### config.mk
export PLATFORM = sky130hd
export DESIGN_NAME = tick_period_meter
export DESIGN_NICKNAME = d
export VERILOG_FILES = /design/src/rtl/tick_period_meter.sv
export SDC_FILE = /design/constraint.sdc
export NUM_CORES = 1
export LEC_CHECK = 0
export ABC_AREA = 1
export CAP_MARGIN = 0
export CELL_PAD_IN_SITES_DETAIL_PLACEMENT = 0
export CELL_PAD_IN_SITES_GLOBAL_PLACEMENT = 1
export CORE_MARGIN = 5
export CORE_UTILIZATION = 41
export CTS_CLUSTER_SIZE = 25
export DETAILED_ROUTE_END_ITERATION = 8
export PLACE_DENSITY = 0.83
export SKIP_LAST_GASP = 1
export SLEW_MARGIN = 10
export SYNTH_ARGS = -nofsm -noshare
export SYNTH_HDL_FRONTEND = slang
export SYNTH_SLANG_ARGS = --single-unit
### constraint.sdc
create_clock -name clk -period 2.8 [get_ports clk]
set_input_delay 0.56 -clock clk [delete_from_list [all_inputs] [get_ports clk]]
set_output_delay 0.56 -clock clk [all_outputs]
set_load 0.02 [all_outputs]
### src/rtl/tick_period_meter.sv
// tick_period_meter: measures the clk-cycle spacing between rising edges of a
// tick/enable stream, flags whether each period is within TOL of EXPECT, and
// raises a sticky timeout when ticks stop arriving for MAX_COUNT cycles.
//
// Output handshake: period_valid is a one-cycle strobe with no back-pressure.
// period and in_range are updated in the same cycle the strobe is high and
// hold their values until the next strobe or a reset. A consumer must take
// the value while period_valid is high; there is no ready input.
module tick_period_meter #(
  parameter int W         = 25,
  parameter int MAX_COUNT = 33554431,
  parameter int EXPECT    = 27000001,
  parameter int TOL       = 0
) (
  input  logic         clk,
  input  logic         reset,
  input  logic         sys_reset,
  input  logic         enable,
  input  logic         tick,
  output logic [W-1:0] period,
  output logic         period_valid,
  output logic         in_range,
  output logic         timeout,
  output logic         busy,
  output logic [1:0]   dbg_state
);

  typedef enum logic [1:0] {
    S_IDLE    = 2'd0,
    S_ARMED   = 2'd1,
    S_MEASURE = 2'd2
  } state_t;

  localparam int WE = W + 1;
  localparam logic [W-1:0] MAX_W = W'(MAX_COUNT);
  // One extra bit so the deviation subtraction never overflows either way.
  localparam logic [W:0]   EXP_E = WE'(EXPECT);
  localparam logic [W:0]   TOL_E = WE'(TOL);

  state_t       r_state;
  state_t       w_state_nx;
  logic [W-1:0] r_count;
  logic [W-1:0] w_count_nx;
  logic [W-1:0] r_period;
  logic [W-1:0] w_period_nx;
  logic         r_period_valid;
  logic         w_valid_nx;
  logic         r_in_range;
  logic         w_in_range_nx;
  logic         r_timeout;
  logic         w_timeout_nx;
  logic         r_tick_d;

  logic         w_rst;
  logic         w_edge;
  logic [W:0]   w_count_e;
  logic [W:0]   w_dev;
  logic         w_in_tol;

  assign w_rst     = reset | sys_reset;
  assign w_edge    = tick & ~r_tick_d;
  assign w_count_e = {1'b0, r_count};
  assign w_dev     = (w_count_e >= EXP_E) ? (w_count_e - EXP_E) : (EXP_E - w_count_e);
  assign w_in_tol  = (w_dev <= TOL_E);

  // State register.
  always_ff @(posedge clk) begin
    if (w_rst) begin
      r_state <= S_IDLE;
    end else begin
      r_state <= w_state_nx;
    end
  end

  // Next-state and datapath next values; measurement priority in MEASURE is
  // enable drop, then edge, then timeout, then plain counting.
  always_comb begin
    w_state_nx    = r_state;
    w_count_nx    = r_count;
    w_period_nx   = r_period;
    w_valid_nx    = 1'b0;
    w_in_range_nx = r_in_range;
    w_timeout_nx  = r_timeout;
    case (r_state)
      S_IDLE: begin
        w_count_nx = '0;
        if (enable) begin
          w_state_nx = S_ARMED;
        end
      end
      S_ARMED: begin
        if (!enable) begin
          w_state_nx = S_IDLE;
          w_count_nx = '0;
        end else if (w_edge) begin
          // The arming edge only starts the count; it never reports a period.
          w_state_nx = S_MEASURE;
          w_count_nx = W'(1);
        end
      end
      S_MEASURE: begin
        if (!enable) begin
          w_state_nx = S_IDLE;
          w_count_nx = '0;
        end else if (w_edge) begin
          w_period_nx   = r_count;
          w_valid_nx    = 1'b1;
          w_in_range_nx = w_in_tol;
          w_timeout_nx  = 1'b0;
          w_count_nx    = W'(1);
        end else if (r_count == MAX_W) begin
          // Counter stops here, so it can never wrap.
          w_timeout_nx = 1'b1;
          w_count_nx   = '0;
          w_state_nx   = S_ARMED;
        end else begin
          w_count_nx = r_count + W'(1);
        end
      end
      default: begin
        w_state_nx = S_IDLE;
        w_count_nx = '0;
      end
    endcase
  end

  // Datapath registers; tick_d resets high so a tick held across reset
  // release is not seen as an edge.
  always_ff @(posedge clk) begin
    if (w_rst) begin
      r_count        <= '0;
      r_period       <= '0;
      r_period_valid <= 1'b0;
      r_in_range     <= 1'b0;
      r_timeout      <= 1'b0;
      r_tick_d       <= 1'b1;
    end else begin
      r_count        <= w_count_nx;
      r_period       <= w_period_nx;
      r_period_valid <= w_valid_nx;
      r_in_range     <= w_in_range_nx;
      r_timeout      <= w_timeout_nx;
      r_tick_d       <= tick;
    end
  end

  assign period       = r_period;
  assign period_valid = r_period_valid;
  assign in_range     = r_in_range;
  assign timeout      = r_timeout;
  assign busy         = (r_state == S_ARMED) || (r_state == S_MEASURE);
  assign dbg_state    = r_state;

endmodule

==> impl_metrics.csv, run 1 <==
group,metric,value,unit
power,ir_worst_vdd,0.165,mV
yosys,seq_area_frac_synth,0.268,
timing,rsz0062_at_grt,"no",
clock_tree,cts_max_level,2,
worst_setup_path,start_kind,"flop",
timing,final_hold_viol_count,0,
clock_tree,cts_sinks,56,
final_layout,areaGrowthSynthToFinish,19.8,%
timing,period_minus_slack,2570,ps
timing,fin_setup_tns,0,ps
yosys,yosys.area.top_type,"dfxtp_1",
run_status,status,"finished clean",
yosys,async_flop_share,0,
global_route,grt_pass1_wl,23500,microns
final_layout,antenna_cells,0,
yosys,synth_common_cells,"191 x nand2_1, 97 x nor2_1, 79 x nand3_1",
placed_design,port_buffers,35,
worst_hold_path,min_path_type,"flop to flop",
clock_tree,cts_tree,"yes",
timing,fin_ws,235,ps
worst_setup_path,arrival,2840,ps
clock_tree,path_clk_slew,120,ps
yosys,synth_top_cell_area_share,0.268,
routing,drt_iter0_markers,440,
global_route,grt_usage,0.239,
clock_tree,cts_buffer_depth,2,
clock_tree,ctsRootBufferMaster,"clkbuf_8",
yosys,synth-edff-count,0,
routing,drt-wirelength-per-cell,16.7,microns
worst_hold_path,min_from,"timeout",
yosys,syn_area_per_cell,6.05,sq um
yosys,syn_nets,709,
placed_design,dpl.hpwl,12000,microns
yosys,syn-instance-count,693,
yosys,ys_types,41,
worst_setup_path,end_kind,"flop",
final_layout,final_core_util,0.495,
routing,detail-route-antenna-nets,0,
routing,drc,0,
clock_tree,cts_buffers,5,
clock_tree,clock_latency,330,ps
final_layout,drive_above_1_share,0.105,
die,die_height,111,microns
routing,totalWireLength,14800,microns
final_layout,finalNetCount,768,
placed_design,place.gp.congestion,0.951,
power,leakagePower,2.21,nW
worst_setup_path,worstPathMaxFanout,14,
global_route,grt_pass1_vias,4398,
die,core,10100,sq um
yosys,synthFlopType,"dfxtp_1",
timing,slew_headroom,0.667,
global_route,grt_overflow,0,
timing,max_slew.worst_pin.slew,499,ps
die,die_x,111,microns
worst_setup_path,path_class,"flop to flop",
die,rows,37,
power,p_total,1.43,mW
routing,first_pass_iters,6,
timing,finalClockSkew,19.9,ps
die,start_util,0.413,
job,cap_violations,0,
die,ios,36,
yosys,yosys-top-cells-area,"dfxtp_1 27%, nand2_1 17%, nand3_1 9.4%",
yosys,ys_warn_count,0,
yosys,synth-seq-cells,56,
timing,fmax,390,MHz
yosys,syn_area,4190,sq um
placed_design,dp_slack,184,ps
global_route,grt_max_degree,31,
die,die_area,12300,sq um
routing,num_vias,4689,
timing,setup_viol,0,
worst_setup_path,r2r-start,"r_count[18]",
routing,viasPerCell,5.27,
timing,slew_viol_final,0,
timing,period_share,0.916,
clock_tree,cts_hold_buf,0,
power,powerDensity,285,nW/um^2
worst_setup_path,crit_start,"r_count[18]",
worst_setup_path,required,3070,ps
yosys,synth.most_common_cell,"nand2_1",
timing,timing.hold.ws,461,ps
global_route,antenna_found_initial,0,
-- metal layers --
metal / routed length, microns / GRT usage / share of wire / up-vias
met5: 0 / 0 / 0 / -
met4: 532 / 0.0884 / 0.036 / 0
met3: 1220 / 0.0431 / 0.082 / 33
met2: 6320 / 0.368 / 0.43 / 180
met1: 6770 / 0.335 / 0.46 / 2131
li1: - / - / - / 2345
-- state kept, by name (all words and copies together), names as in the netlist --
name / cells
r_count: 25
period: 25
timeout: 1
r_tick_d: 1
dbg_state: 2
period_valid: 1
in_range: 1
-- layout by cell type, fill, tap and decap left out, types with 11 or more instances in the layout --
cell type,count
nand2_1,191
nor2_1,96
nand3_1,79
inv_1,74
dfxtp_1,56
buf_4,43
o21ai_0,42
clkdlybuf4s50_1,35
a21oi_1,21
xor2_1,20
nand4_1,18
ha_1,11
-- worst max-delay path: stages (launching register included) --
cell and delay [ps]:
dfxtp_1 650, nand2_2 220, nand2_1 140, nand3_1 180, nand3_4 260, buf_4 240
nand2_1 60, nand3_1 80, nand2_1 60, nor2_1 140, nand2_1 60, nor2_1 130
nand3_1 150, o21bai_2 120
-- where the power goes --
group	leakage (nW)	internal, mW	switching (mW)	total [mW]
sequential	0.451	0.799	0.00245	0.801
combinational	1.70	0.0251	0.0408	0.0659
clock	0.0558	0.271	0.294	0.565
-- cell families after synthesis --
| logic type | synth area share |
|---|---|
| buffers and inverters | 0.107 |
| XOR/XNOR | 0.0418 |
| adder cells (fa/ha/maj) | 0.0328 |
| AND/OR/NAND/NOR | 0.446 |
| AO/OA/AOI/OAI | 0.104 |
| flip-flops | 0.268 |
-- stage by stage --
| stage | std cells | cell area [sq um] |
|---|---|---|
| floorplan | 693 | 4190 |
| global placement | 875 | 4860 |
| detailed placement | 875 | 4860 |
| CTS | 883 | 4970 |
| global route | 889 | 5020 |
| finish | 889 | 5020 |
-- cell type report --
type,instances,area [sq um]
fill,1084,5120
multi-input combinational,530,2620
sequential,56,1120
timing repair buffer,79,693
inverter,80,303
tap,136,170
clock buffer,6,72.6
clock inverter,2,38.8
-- repair_timing --
item,4_1_cts,5_1_grt
resized for setup,0,0
setup buffers,0,6
endpoints found under the hold margin,0,0
endpoints found under the setup margin,0,1
-- worst paths after layout --
| path | end | slack, ps | depth (start not counted) |
|---|---|---|---|
| setup reg to reg | in_range | 230 | 13 |
| hold reg to reg | timeout | 460 | 2 |
| hold / removal | timeout | 460 | 2 |
| setup / recovery | in_range | 230 | 13 |
No activity file was read; power rests on OpenSTA's default activity.
==> run 2, diff against run 1 <==
- REMOVE_ABC_BUFFERS: default -> 1
==> impl_metrics.csv, run 2 (synthesis gave the netlist of run 1 again) <==
group,metric,value,unit
run_status,status,"finished clean",
routing,totalWireLength,15200,microns
clock_tree,clock_latency,330,ps
worst_setup_path,cp_top_family,"simple AND/OR/NAND/NOR gates",
job,cap_violations,0,
die,die_area,12300,sq um
routing,viasPerCell,5.28,
timing,max_slew.worst_pin.slew,542,ps
power,ir_worst_vdd,0.196,mV
worst_setup_path,slowest_stage,"dfxtp_1",
timing,rsz0062_at_grt,"no",
clock_tree,cts_hold_buf,0,
die,ios,36,
clock_tree,path_clk_slew,110,ps
worst_hold_path,min_path_type,"flop to flop",
worst_setup_path,end_kind,"flop",
worst_setup_path,critPathMaxStageDelay,380,ps
placed_design,dpl.hpwl,11800,microns
power,leakagePower,2.16,nW
timing,slew_viol_final,0,
final_layout,final_common_cell,"nand2_1",
routing,drc,0,
routing,num_vias,4647,
global_route,grt_max_degree,31,
final_layout,final_cell_mix,"191 x nand2_1, 96 x nor2_1, 79 x nand3_1",
worst_setup_path,required,3080,ps
routing,detail-route-antenna-nets,0,
clock_tree,cts_max_level,2,
worst_setup_path,arrival,2910,ps
worst_hold_path,min_from,"timeout",
worst_setup_path,path_buf_inv,2,
global_route,grt_pass1_vias,4574,
clock_tree,postCtsSetupRepairBufs,0,
placed_design,dp_slack,144,ps
final_layout,antenna_cells,0,
global_route,grt_overflow,0,
die,start_util,0.413,
timing,timing.hold.ws,458,ps
global_route,grt_usage,0.246,
final_layout,finalNetCount,759,
placed_design,place.gp.congestion,0.977,
clock_tree,cts_buffer_depth,2,
timing,period_minus_slack,2630,ps
final_layout,regArea,1120,sq um
die,die_height,111,microns
final_layout,nFillCells,1073,
timing,finalClockSkew,13.9,ps
final_layout,design_area,4930,sq um
timing,final_hold_viol_count,0,
clock_tree,cts_resized,0,
routing,first_pass_iters,5,
placed_design,placed_area,4840,sq um
die,rows,37,
clock_tree,cts_tree,"yes",
die,die_x,111,microns
timing,slew_headroom,0.637,
placed_design,port_buffers,35,
worst_setup_path,crit_chain,"inv_2 > ha_1 > nand3_1 > nand2_1 > nand2_2 > nand2_4 > nand3_4 > buf_4 > o211ai_1 > nand2_1 > nor2_1 > nand3_1 > o21bai_2",
die,core,10100,sq um
final_layout,drive_above_1_share,0.0995,
routing,drt-wirelength-per-cell,17.2,microns
final_layout,multi_input_area,2620,sq um
final_layout,areaGrowthSynthToFinish,17.8,%
worst_setup_path,crit_start,"r_count[1]",
clock_tree,cts_buffers,5,
clock_tree,cts_sinks,56,
routing,drt_iter0_markers,350,
clock_tree,ctsRootBufferMaster,"clkbuf_8",
timing,period_share,0.941,
worst_setup_path,path_class,"flop to flop",
worst_setup_path,worstPathMaxFanout,10,
global_route,antenna_found_initial,0,
worst_setup_path,r2r-start,"r_count[1]",
final_layout,final_core_util,0.487,
power,powerDensity,276,nW/um^2
timing,fmax,380,MHz
power,p_total,1.36,mW
timing,setup_viol,0,
global_route,grt_pass1_wl,24400,microns
timing,fin_ws,166,ps
worst_setup_path,start_kind,"flop",
[run 2: changes by cell type in the layout (fill, tap and decap cells not counted), sizes merged]
cell	previous run	this run
buf	44	35
bufinv	1	0
clkinv	1	3
inv	80	79
[run 2: metrics by stage]
step / cells / TNS [ps]
floorplan: 666 / -385
global placement: 872 / 0
detailed placement: 872 / 0
CTS: 880 / 0
global route: 880 / 0
finish: 880 / 0
[run 2: worst paths after layout]
path,endpoint,slack (ps),depth (start not counted)
max,in_range,170,13
min,timeout,460,2
max reg2reg,in_range,170,13
min reg2reg,timeout,460,2
[run 2: per-layer routing]
layer / vias to the layer above / share of wire / global-route usage
li1: 2331 / - / -
met1: 2135 / 0.44 / 0.319
met2: 151 / 0.47 / 0.414
met3: 30 / 0.057 / 0.0344
met4: 0 / 0.032 / 0.0925
met5: - / 0 / 0
[run 2: layout make-up]
type / count / share of cell area
flip-flops and latches: 56 / 0.227
inverters: 80 / 0.0614
clock inverters: 2 / 0.00203
well taps: 136 / 0.0345
repair buffers: 70 / 0.127
multi-input cells: 530 / 0.531
clock buffers: 6 / 0.0167
[run 2: worst min-delay path: cells and delay by family, from the launching register on]
kind	cells	cell delay [ps]
flip-flops	1	330
buffers and inverters	1	40
AO/OA/AOI/OAI	1	50
[run 2: where the power goes]
part	leakage, nW	switching, mW	internal [mW]	total (mW)
sequential	0.452	0.00324	0.799	0.802
clock	0.0510	0.294	0.199	0.492
combinational	1.66	0.0426	0.0261	0.0686
total	2.16	0.339	1.02	1.36
==> run 3, diff against run 2 <==
- CORE_UTILIZATION: 41 -> 40
- PLACE_DENSITY: 0.83 -> 0.81
- SKIP_LAST_GASP: 1 -> default
==> impl_metrics.csv, run 3 (synthesis gave the netlist of run 1 again) <==
group,metric,value,unit
final_layout,areaGrowthSynthToFinish,18.2,%
final_layout,multi_input_area,2630,sq um
timing,max_slew.worst_pin.slew,525,ps
timing,slew_viol_final,0,
worst_setup_path,end_kind,"flop",
final_layout,finalNetCount,759,
routing,first_pass_iters,5,
global_route,grt_overflow,0,
worst_setup_path,path_class,"flop to flop",
global_route,grt_usage,0.227,
worst_setup_path,r2r-start,"r_count[0]",
timing,timing.hold.ws,474,ps
clock_tree,cts_buffer_depth,2,
final_layout,nFillCells,1105,
worst_setup_path,crit_start,"r_count[0]",
worst_setup_path,start_kind,"flop",
clock_tree,cts_buffers,5,
worst_setup_path,crit_top_cell,"nand2_1",
global_route,grt_pass1_vias,4428,
routing,drt-wirelength-per-cell,16.6,microns
die,start_util,0.408,
die,die_height,112,microns
clock_tree,clock_latency,330,ps
worst_setup_path,cp_top_family,"simple AND/OR/NAND/NOR gates",
worst_setup_path,timing.rr.end,"in_range",
final_layout,final_cell_mix,"191 x nand2_1, 96 x nor2_1, 79 x nand3_1",
clock_tree,path_clk_slew,110,ps
worst_hold_path,whs_endpoint,"timeout",
power,ir_worst_vdd,0.223,mV
final_layout,drive_above_1_share,0.0954,
die,core,10300,sq um
worst_setup_path,arrival,2770,ps
job,cap_violations,0,
timing,slew_headroom,0.649,
worst_setup_path,r2r_slack,290,ps
timing,finalClockSkew,9.68,ps
clock_tree,cts_sinks,56,
die,die_x,112,microns
clock_tree,cts_hold_buf,0,
global_route,grt_pass1_wl,23300,microns
routing,detail-route-antenna-nets,0,
die,die_area,12600,sq um
worst_setup_path,r2r_cells,15,
final_layout,final_core_util,0.482,
clock_tree,cts_tree,"yes",
worst_setup_path,required,3060,ps
worst_setup_path,slowest_stage,"dfxtp_1",
timing,final_hold_viol_count,0,
timing,fin_setup_tns,0,ps
timing,period_minus_slack,2510,ps
routing,drc,0,
worst_hold_path,hold_path_depth,2,
routing,drt_iter0_markers,438,
placed_design,port_buffers,35,
run_status,status,"finished clean",
worst_setup_path,worstPathMaxFanout,11,
worst_hold_path,min_path_type,"flop to flop",
worst_hold_path,min_from,"timeout",
global_route,antenna_found_initial,0,
clock_tree,cts_max_level,2,
worst_setup_path,crit_chain,"inv_1 > ha_1 > nand3_1 > nand2_1 > nand2_2 > nand2_4 > nand3_4 > buf_4 > nand2_1 > nand2_1 > nand2_1 > nand3_1 > nor2_1 > nand3_1 > o21bai_2",
timing,period_share,0.896,
die,ios,36,
timing,setup_viol,0,
worst_setup_path,critPathMaxStageDelay,330,ps
final_layout,regArea,1120,sq um
placed_design,place.gp.congestion,1.01,
final_layout,final_common_cell,"nand2_1",
die,rows,37,
timing,fmax,399,MHz
placed_design,dpl.hpwl,11300,microns
routing,viasPerCell,5.39,
routing,num_vias,4742,
timing,rsz0062_at_grt,"no",
power,powerDensity,293,nW/um^2
worst_setup_path,path_buf_inv,2,
global_route,grt_max_degree,29,
power,leakagePower,2.17,nW
clock_tree,ctsRootBufferMaster,"clkbuf_8",
routing,totalWireLength,14600,microns
final_layout,antenna_cells,0,
[run 3: report_power, final]
part	total (mW)	switching (mW)	internal, mW
combinational	0.0687	0.0431	0.0255
clock	0.584	0.291	0.293
sequential	0.801	0.00236	0.799
[run 3: metal layers]
layer,global-route usage,vias up,share of wire
met5,0,-,0
li1,-,2326,-
met1,0.295,2214,0.44
met2,0.392,180,0.47
met4,0.0625,0,0.019
met3,0.0356,22,0.068
[run 3: metrics by stage]
| step | instances | worst slack [ps] | cell area (sq um) | power, mW |
|---|---|---|---|---|
| 6_report | 880 | 292 | 4950 | 1.45 |
| 5_1_grt | 880 | 75.2 | 4950 | 1.50 |
| 4_1_cts | 879 | 143 | 4940 | 1.47 |
| 3_5_place_dp | 871 | 197 | 4820 | 0.887 |
| 3_3_place_gp | 871 | 222 | 4820 | 0.885 |
| 2_1_floorplan | 666 | -122 | 4040 | 0.853 |
[run 3: worst max-delay path by stage]
stage	to	slack (ps)	depth (start not counted)
5_1_grt	in_range	80	15
3_3_place_gp	in_range	220	16
2_1_floorplan	r_count[12]	-120	3
6_report	in_range	290	15
4_1_cts	in_range	140	16
3_5_place_dp	in_range	200	16
[run 3: repair_timing]
action	CTS	global route
setup endpoints to repair	0	1
setup buffers	0	0
gates resized for setup	0	2
[run 3: cell type report]
cell class,instances,share of cell area
well taps,136,0.0343
inverters,80,0.0616
multi-input cells,531,0.531
clock buffers,6,0.0167
repair buffers,69,0.122
flip-flops and latches,56,0.226
clock inverters,2,0.00783
[run 3: worst min-delay path, stage by stage (launching register included)]
cell	delay [ps]
dfxtp_1	330
inv_1	50
a21oi_1	60
